--- config.mk ---
export PLATFORM = sky130hd
export DESIGN_NAME = tlul_intg_host_arb
export DESIGN_NICKNAME = d
export VERILOG_FILES = /design/src/rtl/tlul_intg_pkg.sv /design/src/rtl/tlul_intg_host_arb.sv
export SDC_FILE = /design/constraint.sdc
export NUM_CORES = 1
export LEC_CHECK = 0
export CAP_MARGIN = 25
export CORE_AREA = 3 3 198 200
export CTS_CLUSTER_SIZE = 10
export DETAILED_ROUTE_END_ITERATION = 8
export DIE_AREA = 0 0 201 203
export PLACE_DENSITY = 0.38
export SETUP_SLACK_MARGIN = 0.05
export SYNTH_ARGS = -nofsm -noshare
export SYNTH_HDL_FRONTEND = slang
export SYNTH_SLANG_ARGS = --single-unit
--- constraint.sdc ---
create_clock -name clk_i -period 7.05 [get_ports clk_i]
set_input_delay 1.41 -clock clk_i [delete_from_list [all_inputs] [get_ports clk_i]]
set_output_delay 1.41 -clock clk_i [all_outputs]
set_load 0.005 [all_outputs]
--- src/rtl/tlul_intg_pkg.sv ---
// TL-UL channel types and command-integrity helpers shared by the host arbiter.
package tlul_intg_pkg;

  localparam logic [2:0] PutFullData    = 3'h0;
  localparam logic [2:0] PutPartialData = 3'h1;
  localparam logic [2:0] Get            = 3'h4;

  typedef struct packed {
    logic [3:0] instr_type;
    logic [6:0] cmd_intg;
    logic [6:0] data_intg;
  } tl_a_user_t;

  typedef struct packed {
    logic       a_valid;
    logic [2:0] a_opcode;
    logic [2:0] a_param;
    logic [1:0] a_size;
    logic [7:0] a_source;
    logic [31:0] a_address;
    logic [3:0] a_mask;
    logic [31:0] a_data;
    tl_a_user_t a_user;
    logic       d_ready;
  } tl_h2d_t;

  typedef struct packed {
    logic [6:0] rsp_intg;
    logic [6:0] data_intg;
  } tl_d_user_t;

  typedef struct packed {
    logic       d_valid;
    logic [2:0] d_opcode;
    logic [2:0] d_param;
    logic [1:0] d_size;
    logic [7:0] d_source;
    logic       d_sink;
    logic [31:0] d_data;
    tl_d_user_t d_user;
    logic       d_error;
    logic       a_ready;
  } tl_d2h_t;

  // Command fields covered by cmd_intg, zero-padded to 57 bits.
  function automatic logic [56:0] tl_cmd_intg_data(input logic [3:0]  instr_type,
                                                   input logic [31:0] address,
                                                   input logic [2:0]  opcode,
                                                   input logic [3:0]  mask);
    return {14'h0, instr_type, address, opcode, mask};
  endfunction

  // Extended Hamming SECDED 64/57: data bits fill the non-power-of-two positions 1..63 in order,
  // check bit b covers positions with bit b set, check bit 6 is overall parity.
  function automatic logic [6:0] secded_64_57_chk(input logic [56:0] data);
    logic [6:0] chk;
    int         k;
    chk = '0;
    k   = 0;
    for (int p = 1; p < 64; p++) begin
      if ((p & (p - 1)) != 0) begin
        for (int b = 0; b < 6; b++) begin
          if (p[b]) chk[b] = chk[b] ^ data[k];
        end
        k++;
      end
    end
    chk[6] = ^{data, chk[5:0]};
    return chk;
  endfunction

endpackage

--- src/rtl/tlul_intg_host_arb.sv ---
// Round-robin TL-UL host arbiter with grant lock, in-order response routing FIFO and
// regenerated command integrity on the downstream request.
module tlul_intg_host_arb
  import tlul_intg_pkg::*;
#(
  parameter int unsigned NumHosts       = 2,
  parameter int unsigned MaxOutstanding = 4
) (
  input  logic    clk_i,
  input  logic    rst_ni,
  input  tl_h2d_t tl_h_i [NumHosts],
  output tl_d2h_t tl_h_o [NumHosts],
  output tl_h2d_t tl_d_o,
  input  tl_d2h_t tl_d_i
);

  localparam int unsigned IdxW = $clog2(NumHosts);
  localparam int unsigned PtrW = $clog2(MaxOutstanding);
  localparam int unsigned CntW = PtrW + 1;

  typedef enum logic [0:0] {StIdle, StLocked} state_e;

  state_e          state_q, state_d;
  logic [IdxW-1:0] gnt_q, gnt_d, rr_q, rr_d;
  logic [IdxW-1:0] sel, cand, gnt_idx, head;
  logic            sel_found;
  logic [PtrW-1:0] wr_q, wr_d, rd_q, rd_d;
  logic [CntW-1:0] cnt_q, cnt_d;
  logic [IdxW-1:0] fifo_q [MaxOutstanding];
  logic            fifo_full, fifo_empty, a_hs, push, pop;

  // First requesting host at or after the round-robin pointer.
  always_comb begin
    sel       = rr_q;
    cand      = rr_q;
    sel_found = 1'b0;
    for (int unsigned i = 0; i < NumHosts; i++) begin
      cand = IdxW'((32'(rr_q) + i) % NumHosts);
      if (!sel_found && tl_h_i[cand].a_valid) begin
        sel       = cand;
        sel_found = 1'b1;
      end
    end
  end

  assign gnt_idx    = (state_q == StLocked) ? gnt_q : sel;
  assign fifo_full  = (cnt_q == CntW'(MaxOutstanding));
  assign fifo_empty = (cnt_q == '0);
  assign head       = fifo_q[rd_q];

  // Downstream request: granted host's fields, gated valid, regenerated cmd_intg.
  always_comb begin
    tl_d_o                 = tl_h_i[gnt_idx];
    tl_d_o.a_valid         = tl_h_i[gnt_idx].a_valid & ~fifo_full;
    tl_d_o.a_user.cmd_intg = secded_64_57_chk(tl_cmd_intg_data(tl_h_i[gnt_idx].a_user.instr_type,
                                                               tl_h_i[gnt_idx].a_address,
                                                               tl_h_i[gnt_idx].a_opcode,
                                                               tl_h_i[gnt_idx].a_mask));
    // With nothing outstanding any response is stray and is sunk.
    tl_d_o.d_ready         = fifo_empty ? 1'b1 : tl_h_i[head].d_ready;
  end

  assign a_hs = tl_d_o.a_valid & tl_d_i.a_ready;
  assign push = a_hs;
  assign pop  = tl_d_i.d_valid & tl_d_o.d_ready & ~fifo_empty;

  // Per-host responses: a_ready only to the requesting granted host, d_valid only to FIFO head.
  always_comb begin
    for (int unsigned h = 0; h < NumHosts; h++) begin
      tl_h_o[h]         = tl_d_i;
      tl_h_o[h].a_ready = (gnt_idx == IdxW'(h)) & tl_h_i[h].a_valid & tl_d_i.a_ready & ~fifo_full;
      tl_h_o[h].d_valid = tl_d_i.d_valid & ~fifo_empty & (head == IdxW'(h));
    end
  end

  // Grant FSM and round-robin pointer next state.
  always_comb begin
    state_d = state_q;
    gnt_d   = gnt_q;
    rr_d    = rr_q;
    unique case (state_q)
      StIdle: begin
        if (sel_found && !tl_d_i.a_ready) begin
          state_d = StLocked;
          gnt_d   = sel;
        end
      end
      StLocked: begin
        if (a_hs) state_d = StIdle;
      end
      default: state_d = StIdle;
    endcase
    if (a_hs) rr_d = (gnt_idx == IdxW'(NumHosts - 1)) ? '0 : gnt_idx + 1'b1;
  end

  // Routing FIFO pointer and occupancy next state; pointers wrap as powers of two.
  always_comb begin
    wr_d  = push ? wr_q + 1'b1 : wr_q;
    rd_d  = pop  ? rd_q + 1'b1 : rd_q;
    cnt_d = cnt_q;
    if (push && !pop)      cnt_d = cnt_q + 1'b1;
    else if (pop && !push) cnt_d = cnt_q - 1'b1;
  end

  // Control state with synchronous reset.
  always_ff @(posedge clk_i) begin
    if (!rst_ni) begin
      state_q <= StIdle;
      gnt_q   <= '0;
      rr_q    <= '0;
      wr_q    <= '0;
      rd_q    <= '0;
      cnt_q   <= '0;
    end else begin
      state_q <= state_d;
      gnt_q   <= gnt_d;
      rr_q    <= rr_d;
      wr_q    <= wr_d;
      rd_q    <= rd_d;
      cnt_q   <= cnt_d;
    end
  end

  // Routing FIFO storage; entries are only read while counted, so no reset needed.
  always_ff @(posedge clk_i) begin
    if (push) fifo_q[wr_q] <= gnt_idx;
  end

  a_fifo_bounds: assert property (@(posedge clk_i) disable iff (!rst_ni)
      (cnt_q <= CntW'(MaxOutstanding)) && !(push && fifo_full && !pop) && !(pop && fifo_empty));

  a_gnt_stable: assert property (@(posedge clk_i) disable iff (!rst_ni)
      (state_q == StLocked && state_d == StLocked) |=> $stable(gnt_q));

endmodule
==> results of run 1 <==
[tightest hold or removal path, cell delays in order (launching register included)]
cell and delay [ns]:
dfxtp_1 0.34, o21ai_0 0.08, a21boi_0 0.08
[logic make-up after synthesis]
| group | share of synthesized area, % |
|---|---|
| AO/OA/AOI/OAI | 1.302 |
| XOR/XNOR | 32.11 |
| adder cells (fa/ha/maj) | 2.078 |
| buffers and inverters | 24.21 |
| flip-flops | 7.978 |
| multiplexers | 28.59 |
| AND/OR/NAND/NOR | 3.740 |
[through the flow]
step           utilization [%]  power, uW
4_1_cts                  19.31       1442
3_3_place_gp             19.10       1325
2_1_floorplan                -      786.2
6_report                 19.31       1398
3_5_place_dp             19.10       1317
5_1_grt                  19.31       1522
[layout make-up]
cell class	count	area, um2	area share [%]
flip-flops and latches	16	360.3	4.966
clock buffers	3	75.07	1.034
inverters	6	27.53	0.3793
clock inverters	1	3.754	0.05172
multi-input cells	307	3063	42.21
repair buffers	308	3088	42.55
well taps	511	639.4	8.810
[cell usage in the layout (no fill, tap or decap)]
cell type and n:
a32oi_1 1, a21boi_0 3, xor2_2 1, o21ai_0 2, inv_1 4, xor3_2 1
xnor3_1 4, or3_1 2, a21oi_1 2, ha_1 5, mux2_4 1, nor2_1 5
dfxtp_1 12, nand2_1 4, mux2i_1 15, mux2i_4 2, inv_2 1, buf_12 1
clkbuf_16 3, mux2_2 94, and3_2 2, nand2b_1 1, buf_4 2, fa_1 1
and3_1 1, maj3_2 1, clkdlybuf4s50_1 305, inv_6 1, and2_1 9, clkinv_1 1
nor2b_1 5, o21a_1 1, xor2_1 23, mux4_2 1, edfxtp_1 4, xor3_1 5
or2b_1 1, xnor2_1 114
[power by group]
group          total (uW)  switching (uW)  internal [uW]
clock                 111            35.4           75.2
sequential            130            17.0            113
combinational        1160             441            716
[final timing paths]
| kind | start | endpoint | cells after the start |
|---|---|---|---|
| setup / recovery | tl_h_i[207] | tl_d_o[14] | 10 |
| setup reg to reg | rr_q | cnt_q[2] | 10 |
| hold / removal | cnt_q[2] | cnt_q[2] | 2 |
| hold reg to reg | cnt_q[2] | cnt_q[2] | 2 |
[metal layers]
layer	part of all wire, %	track usage, %
met5	0.060	0.1190
met4	0.35	0.4768
met3	12	5.195
met2	55	20.03
met1	33	9.746
==> flow_summary.yaml, run 1 <==
outcome:
  status: "finished clean"
worst_setup_path:
  endpoint_kind: "output pin"
  path_class: "primary input to output pin"
  critPathBufInv: 4
  slowest_delay_ns: 0.57
  reg2reg_setup_slack_ns: 4.07
  cp_max_fo: 77
  start_kind: "primary input"
  critical-path-top-delay-family: "buffers and inverters"
  crit_path_top_delay_cell: "clkdlybuf4s50_1"
  cp.required_ns: 5.64
  crit_chain: "clkdlybuf4s50_1 -> inv_2 -> maj3_2 -> mux2i_4 -> buf_12 -> mux2i_1 -> xnor3_1 -> xnor2_1 -> xnor3_1 -> clkdlybuf4s50_1"
  worst_ep_arrival_time_ns: 4.86
synth:
  netlist.area_leader.share_pct: 23.43
  ys_warn_count: 0
  ys_top_cells_by_count: "buf_4 (128), xnor2_1 (114), mux2_2 (94)"
  synth_edf_count: 4
  yosysSeqAreaShare_pct: 7.978
  syn_avg_cell_area_um2: 9.590
  synth_cells: 471
  yosys-top-cells-area: "mux2_2 (23%), xnor2_1 (22%), buf_4 (21%)"
  synth_top_area_cell: "mux2_2"
  yosysMostFrequentCell: "buf_4"
  synth_cell_types: 38
  synth_ff_type: "dfxtp_1"
  async_flop_share_pct: 0
  synth_area_um2: 4517
  ys_ff_latch: 16
  syn-num-nets: 753
placed_design:
  place_congestion: 0.7071
  placed_area_um2: 7178
  port-buffer-count: 305
  dp_slack_ns: 0.7457
  place.detailed.hpwl_mm: 19.45
  dp.cells: 1148
floorplanning:
  die-area_um2: 40800
  die_w_um: 201
  core_um2: 37580
  start_util_pct: 12.02
  dieHeight_um: 203
  io_pins: 512
  num_rows: 71
finish:
  areaGrowthSynthToFinish_pct: 60.66
  postLayoutCellArea_um2: 7257
  nNetsFinal: 924
  nFillCells: 4170
  layout-drive-gt1-share_pct: 17.32
  fin_cells: 1152
  n_antenna_cell: 0
clock_tree:
  cts.sinks: 16
  cts_inserted_buffers: 3
  cts_tree: "done"
  post_cts_buffers: 0
  cts_max_level: 1
  clock-root-buffer: "clkbuf_16"
  cts_buffer_depth: 2
  hold_buffers: 0
  clkTransAtPathRegs_ns: 0.05
  ctsResizeCount: 0
  clk-insertion-delay-late_ns: 0.24
global_routing:
  grtUsageTotal_pct: 10.12
  grt_pass1_vias: 4310
  antenna_found_initial: 2
  grt_max_degree: 78
  grt_overflow_total: 0
  grt_pass1_wl_mm: 30.46
detailed_routing:
  drt_iter0_markers: 57
  wl_mm: 21.65
  avgViaCountPerCell: 3.192
  antenna_left: 0
  via_count: 3677
  wl_per_cell_um: 18.79
  firstDrtPassIters: 5
  drc_errors: 0
pwr:
  p_per_area_nw_per_um2: 192.6
  ir_drop_mv: 0.1409
  cellLeakagePower_uw: 0.002559
sta:
  max_freq_mhz: 159.5
  hold_violations: 0
  worst_slack_ns: 0.7800
  worst_pin_slew_ns: 0.6103
  hold_ws_ns: 0.5554
  setup_tns_ns: 0
  rsz0062_at_grt: "no"
  min_period_ns: 6.270
  final_min_period_over_clock_period_pct: 88.94
  maxSlewViolCount: 0
  finalSetupViolations: 0
  maxSlewHeadroom_pct: 58.15
  worst_clock_skew_ns: 0.002903
min_path:
  hold_path_class: "flop to flop"
run:
  maxCapViolCount: 0
No activity file was read; power rests on OpenSTA's default activity.
==> run 2: changes to the inputs <==
--- a/config.mk
+++ b/config.mk
@@ -5,7 +5,6 @@
 export SDC_FILE = /design/constraint.sdc
 export NUM_CORES = 1
 export LEC_CHECK = 0
-export CAP_MARGIN = 25
 export CORE_AREA = 3 3 198 200
 export CTS_CLUSTER_SIZE = 10
 export DETAILED_ROUTE_END_ITERATION = 8
==> results of run 2 <==
No change in the layout: final DEF, timing and power equal those of run 1.
==> run 3: changes to the inputs <==
--- a/config.mk
+++ b/config.mk
@@ -5,11 +5,14 @@
 export SDC_FILE = /design/constraint.sdc
 export NUM_CORES = 1
 export LEC_CHECK = 0
+export ABC_AREA = 1
+export ABC_CLOCK_PERIOD_IN_PS = 7050
+export CAP_MARGIN = 20
 export CORE_AREA = 3 3 198 200
 export CTS_CLUSTER_SIZE = 10
 export DETAILED_ROUTE_END_ITERATION = 8
 export DIE_AREA = 0 0 201 203
-export PLACE_DENSITY = 0.38
+export PLACE_DENSITY = 0.42
 export SETUP_SLACK_MARGIN = 0.05
 export SYNTH_ARGS = -nofsm -noshare
 export SYNTH_HDL_FRONTEND = slang
==> run 3 against run 2 <==
  * First-iteration DRC count grew to 5.2 times the previous value
  * Combinational power is 14% higher
  * Register-to-register slack got worse by 0.31 ns
  * Global-route usage up 3.3 points
  * Clock skew hardly changed
  * Worst setup slack got worse by 0.17 ns
  * Clock power hardly changed
  * Cell count grew 59%
  * Sequential cell count is the same
  * Routed wire length up 31%
  * Via count grew 92%
  * Non-clock buffer count is 6 higher
  * Critical endpoint unchanged
  * Highest routed layer unchanged
==> flow_summary.yaml, run 3 <==
finish:
  nNetsFinal: 1599
  layout-drive-gt1-share_pct: 6.611
  fin_util_pct: 22.69
  nFillCells: 4335
  n_antenna_cell: 0
  areaGrowthSynthToFinish_pct: 44.69
  final_cell_mix: "nand2_1 (606), clkdlybuf4s50_1 (305), inv_1 (111)"
  multi_input_area_um2: 3885
  seq_area_um2: 360.3
  final_common_cell: "nand2_1"
worst_setup_path:
  reg2reg_from: "state_q"
  r2r_end: "cnt_q[2]"
  reg2reg_depth: 17
  start_kind: "primary input"
  worst_ep_arrival_time_ns: 5.03
  cp_max_fo: 46
  endpoint_kind: "output pin"
  reg2reg_setup_slack_ns: 3.76
  path_class: "primary input to output pin"
  cp.required_ns: 5.64
clock_tree:
  cts_tree: "done"
  clkTransAtPathRegs_ns: 0.05
  cts.sinks: 16
  cts_buffer_depth: 2
  cts_max_level: 1
  ctsResizeCount: 0
  cts_inserted_buffers: 3
  post_cts_buffers: 0
  clock-root-buffer: "clkbuf_16"
  hold_buffers: 0
  clk-insertion-delay-late_ns: 0.24
run:
  maxCapViolCount: 0
synth:
  synth_cells: 1160
  async_flop_share_pct: 0
  syn-num-nets: 1442
  synth-adder-area-share_pct: 1.401
  yosysSeqAreaShare_pct: 6.115
  synth_compound_area_share_pct: 3.291
  synth_edf_count: 4
  ys_warn_count: 0
  ys_top_cells_by_count: "nand2_1 (607), buf_4 (132), inv_1 (111)"
  synth_ff_type: "dfxtp_1"
  synthXorXnorAreaFrac_pct: 2.972
  syn_avg_cell_area_um2: 5.080
  muxShareOfSynthArea_pct: 0.1699
  ys_ff_latch: 16
  yosys-top-cells-area: "nand2_1 (39%), buf_4 (17%), inv_1 (7.1%)"
  synth_top_area_cell: "nand2_1"
  yosysMostFrequentCell: "nand2_1"
  synth_cell_types: 31
  yosys.area_share.simple_pct: 57.90
  synth_area_um2: 5893
  synth_top_family_by_area: "simple AND/OR/NAND/NOR gates"
  netlist.area_leader.share_pct: 38.66
placed_design:
  port-buffer-count: 305
  place.detailed.hpwl_mm: 24.77
  place_congestion: 0.8317
  dp_slack_ns: 0.4229
sta:
  finalSetupViolations: 0
  max_freq_mhz: 155.4
  worst_pin_slew_ns: 0.6184
  final_min_period_over_clock_period_pct: 91.29
  worst_slack_ns: 0.6142
  rsz0062_at_grt: "no"
  hold_violations: 0
  worst_clock_skew_ns: 0.003214
  setup_tns_ns: 0
  min_period_ns: 6.436
  maxSlewViolCount: 0
  maxSlewHeadroom_pct: 58.34
global_routing:
  grt_pass1_vias: 6975
  grt_overflow_total: 0
  grtUsageTotal_pct: 13.37
  grt_max_degree: 59
  grt_pass1_wl_mm: 41.81
  antenna_found_initial: 5
floorplanning:
  num_rows: 71
  die-area_um2: 40800
  io_pins: 512
  start_util_pct: 15.68
  die_w_um: 201
  dieHeight_um: 203
  core_um2: 37580
detailed_routing:
  via_count: 7066
  avgViaCountPerCell: 3.868
  wl_mm: 28.41
  drt_iter0_markers: 296
  wl_per_cell_um: 15.55
  firstDrtPassIters: 5
  antenna_left: 0
  drc_errors: 0
min_path:
  whs_endpoint: "cnt_q[2]"
  hold_path_class: "flop to flop"
  min_from: "cnt_q[2]"
  hold_depth: 2
outcome:
  status: "finished clean"
pwr:
  ir_drop_mv: 0.1002
  p_per_area_nw_per_um2: 181.6
  cellLeakagePower_uw: 0.004360
-- run 3: final cells by class --
cell class | instances | area share (%)
inverters | 114 | 5.048
clock buffers | 3 | 0.8804
multi-input cells | 868 | 45.56
flip-flops and latches | 16 | 4.226
clock inverters | 1 | 0.04402
well taps | 511 | 7.498
repair buffers | 314 | 36.74
-- run 3: critical path, cell delays in order --
cell and delay (ns):
clkdlybuf4s50_1 0.47, inv_1 0.09, nand2_2 0.07, nand3_4 0.11, buf_4 0.44, nand3_1 0.12, nand2_1 0.28, nand2_1 0.09
nand2_1 0.12, inv_1 0.05, nand2_1 0.08, nand2_1 0.05, nand2_1 0.06, nand2_2 0.08, nand2_1 0.09, nand2_2 0.07
nand2_2 0.07, inv_2 0.03, nor2_2 0.15, nand2_1 0.09, nand3_1 0.11, nand2_1 0.06, nand2_1 0.08, nand2_1 0.05
nand2_1 0.05, nand2_1 0.07, inv_1 0.06, clkdlybuf4s50_1 0.49
-- run 3: cells by family after synthesis --
group	Yosys count
AO/OA/AOI/OAI	35
AND/OR/NAND/NOR	806
adder cells (fa/ha/maj)	6
XOR/XNOR	20
multiplexers	1
flip-flops	16
buffers and inverters	276
-- run 3: metrics by stage --
step / hold WS [ns] / total power [uW] / cells / area [um2]
detailed placement: 0.4881 / 1465 / 1823 / 8446
floorplan: 0.4595 / 940.0 / 1160 / 5893
finish: 0.4950 / 1548 / 1827 / 8527
global placement: 0.4864 / 1460 / 1823 / 8446
CTS: 0.4967 / 1584 / 1827 / 8524
global route: 0.5297 / 1754 / 1827 / 8527
-- run 3: how the worst max path moves through the flow --
| stage | from | endpoint | slack, ns |
|---|---|---|---|
| 2_1_floorplan | tl_h_i[103] | tl_d_o[14] | 2.33 |
| 3_3_place_gp | tl_h_i[103] | tl_d_o[14] | 0.45 |
| 3_5_place_dp | tl_h_i[103] | tl_d_o[14] | 0.42 |
| 4_1_cts | tl_h_i[103] | tl_d_o[14] | 0.42 |
| 5_1_grt | tl_h_i[103] | tl_d_o[14] | 0.13 |
| 6_report | tl_h_i[103] | tl_d_o[14] | 0.61 |
-- run 3: where the power goes --
part / switching [uW] / total [uW] / internal [uW]
logic: 729 / 1320 / 587
clock network: 34.5 / 110 / 75.2
registers: 12.9 / 123 / 110
-- run 3: layer usage --
layer	vias to the layer above	track usage, %	routed length (um)
li1	3697	-	-
met1	3021	14.74	11170
met2	322	25.08	14300
met3	18	5.499	2821
met4	8	0.6775	81
met5	-	0.8333	36
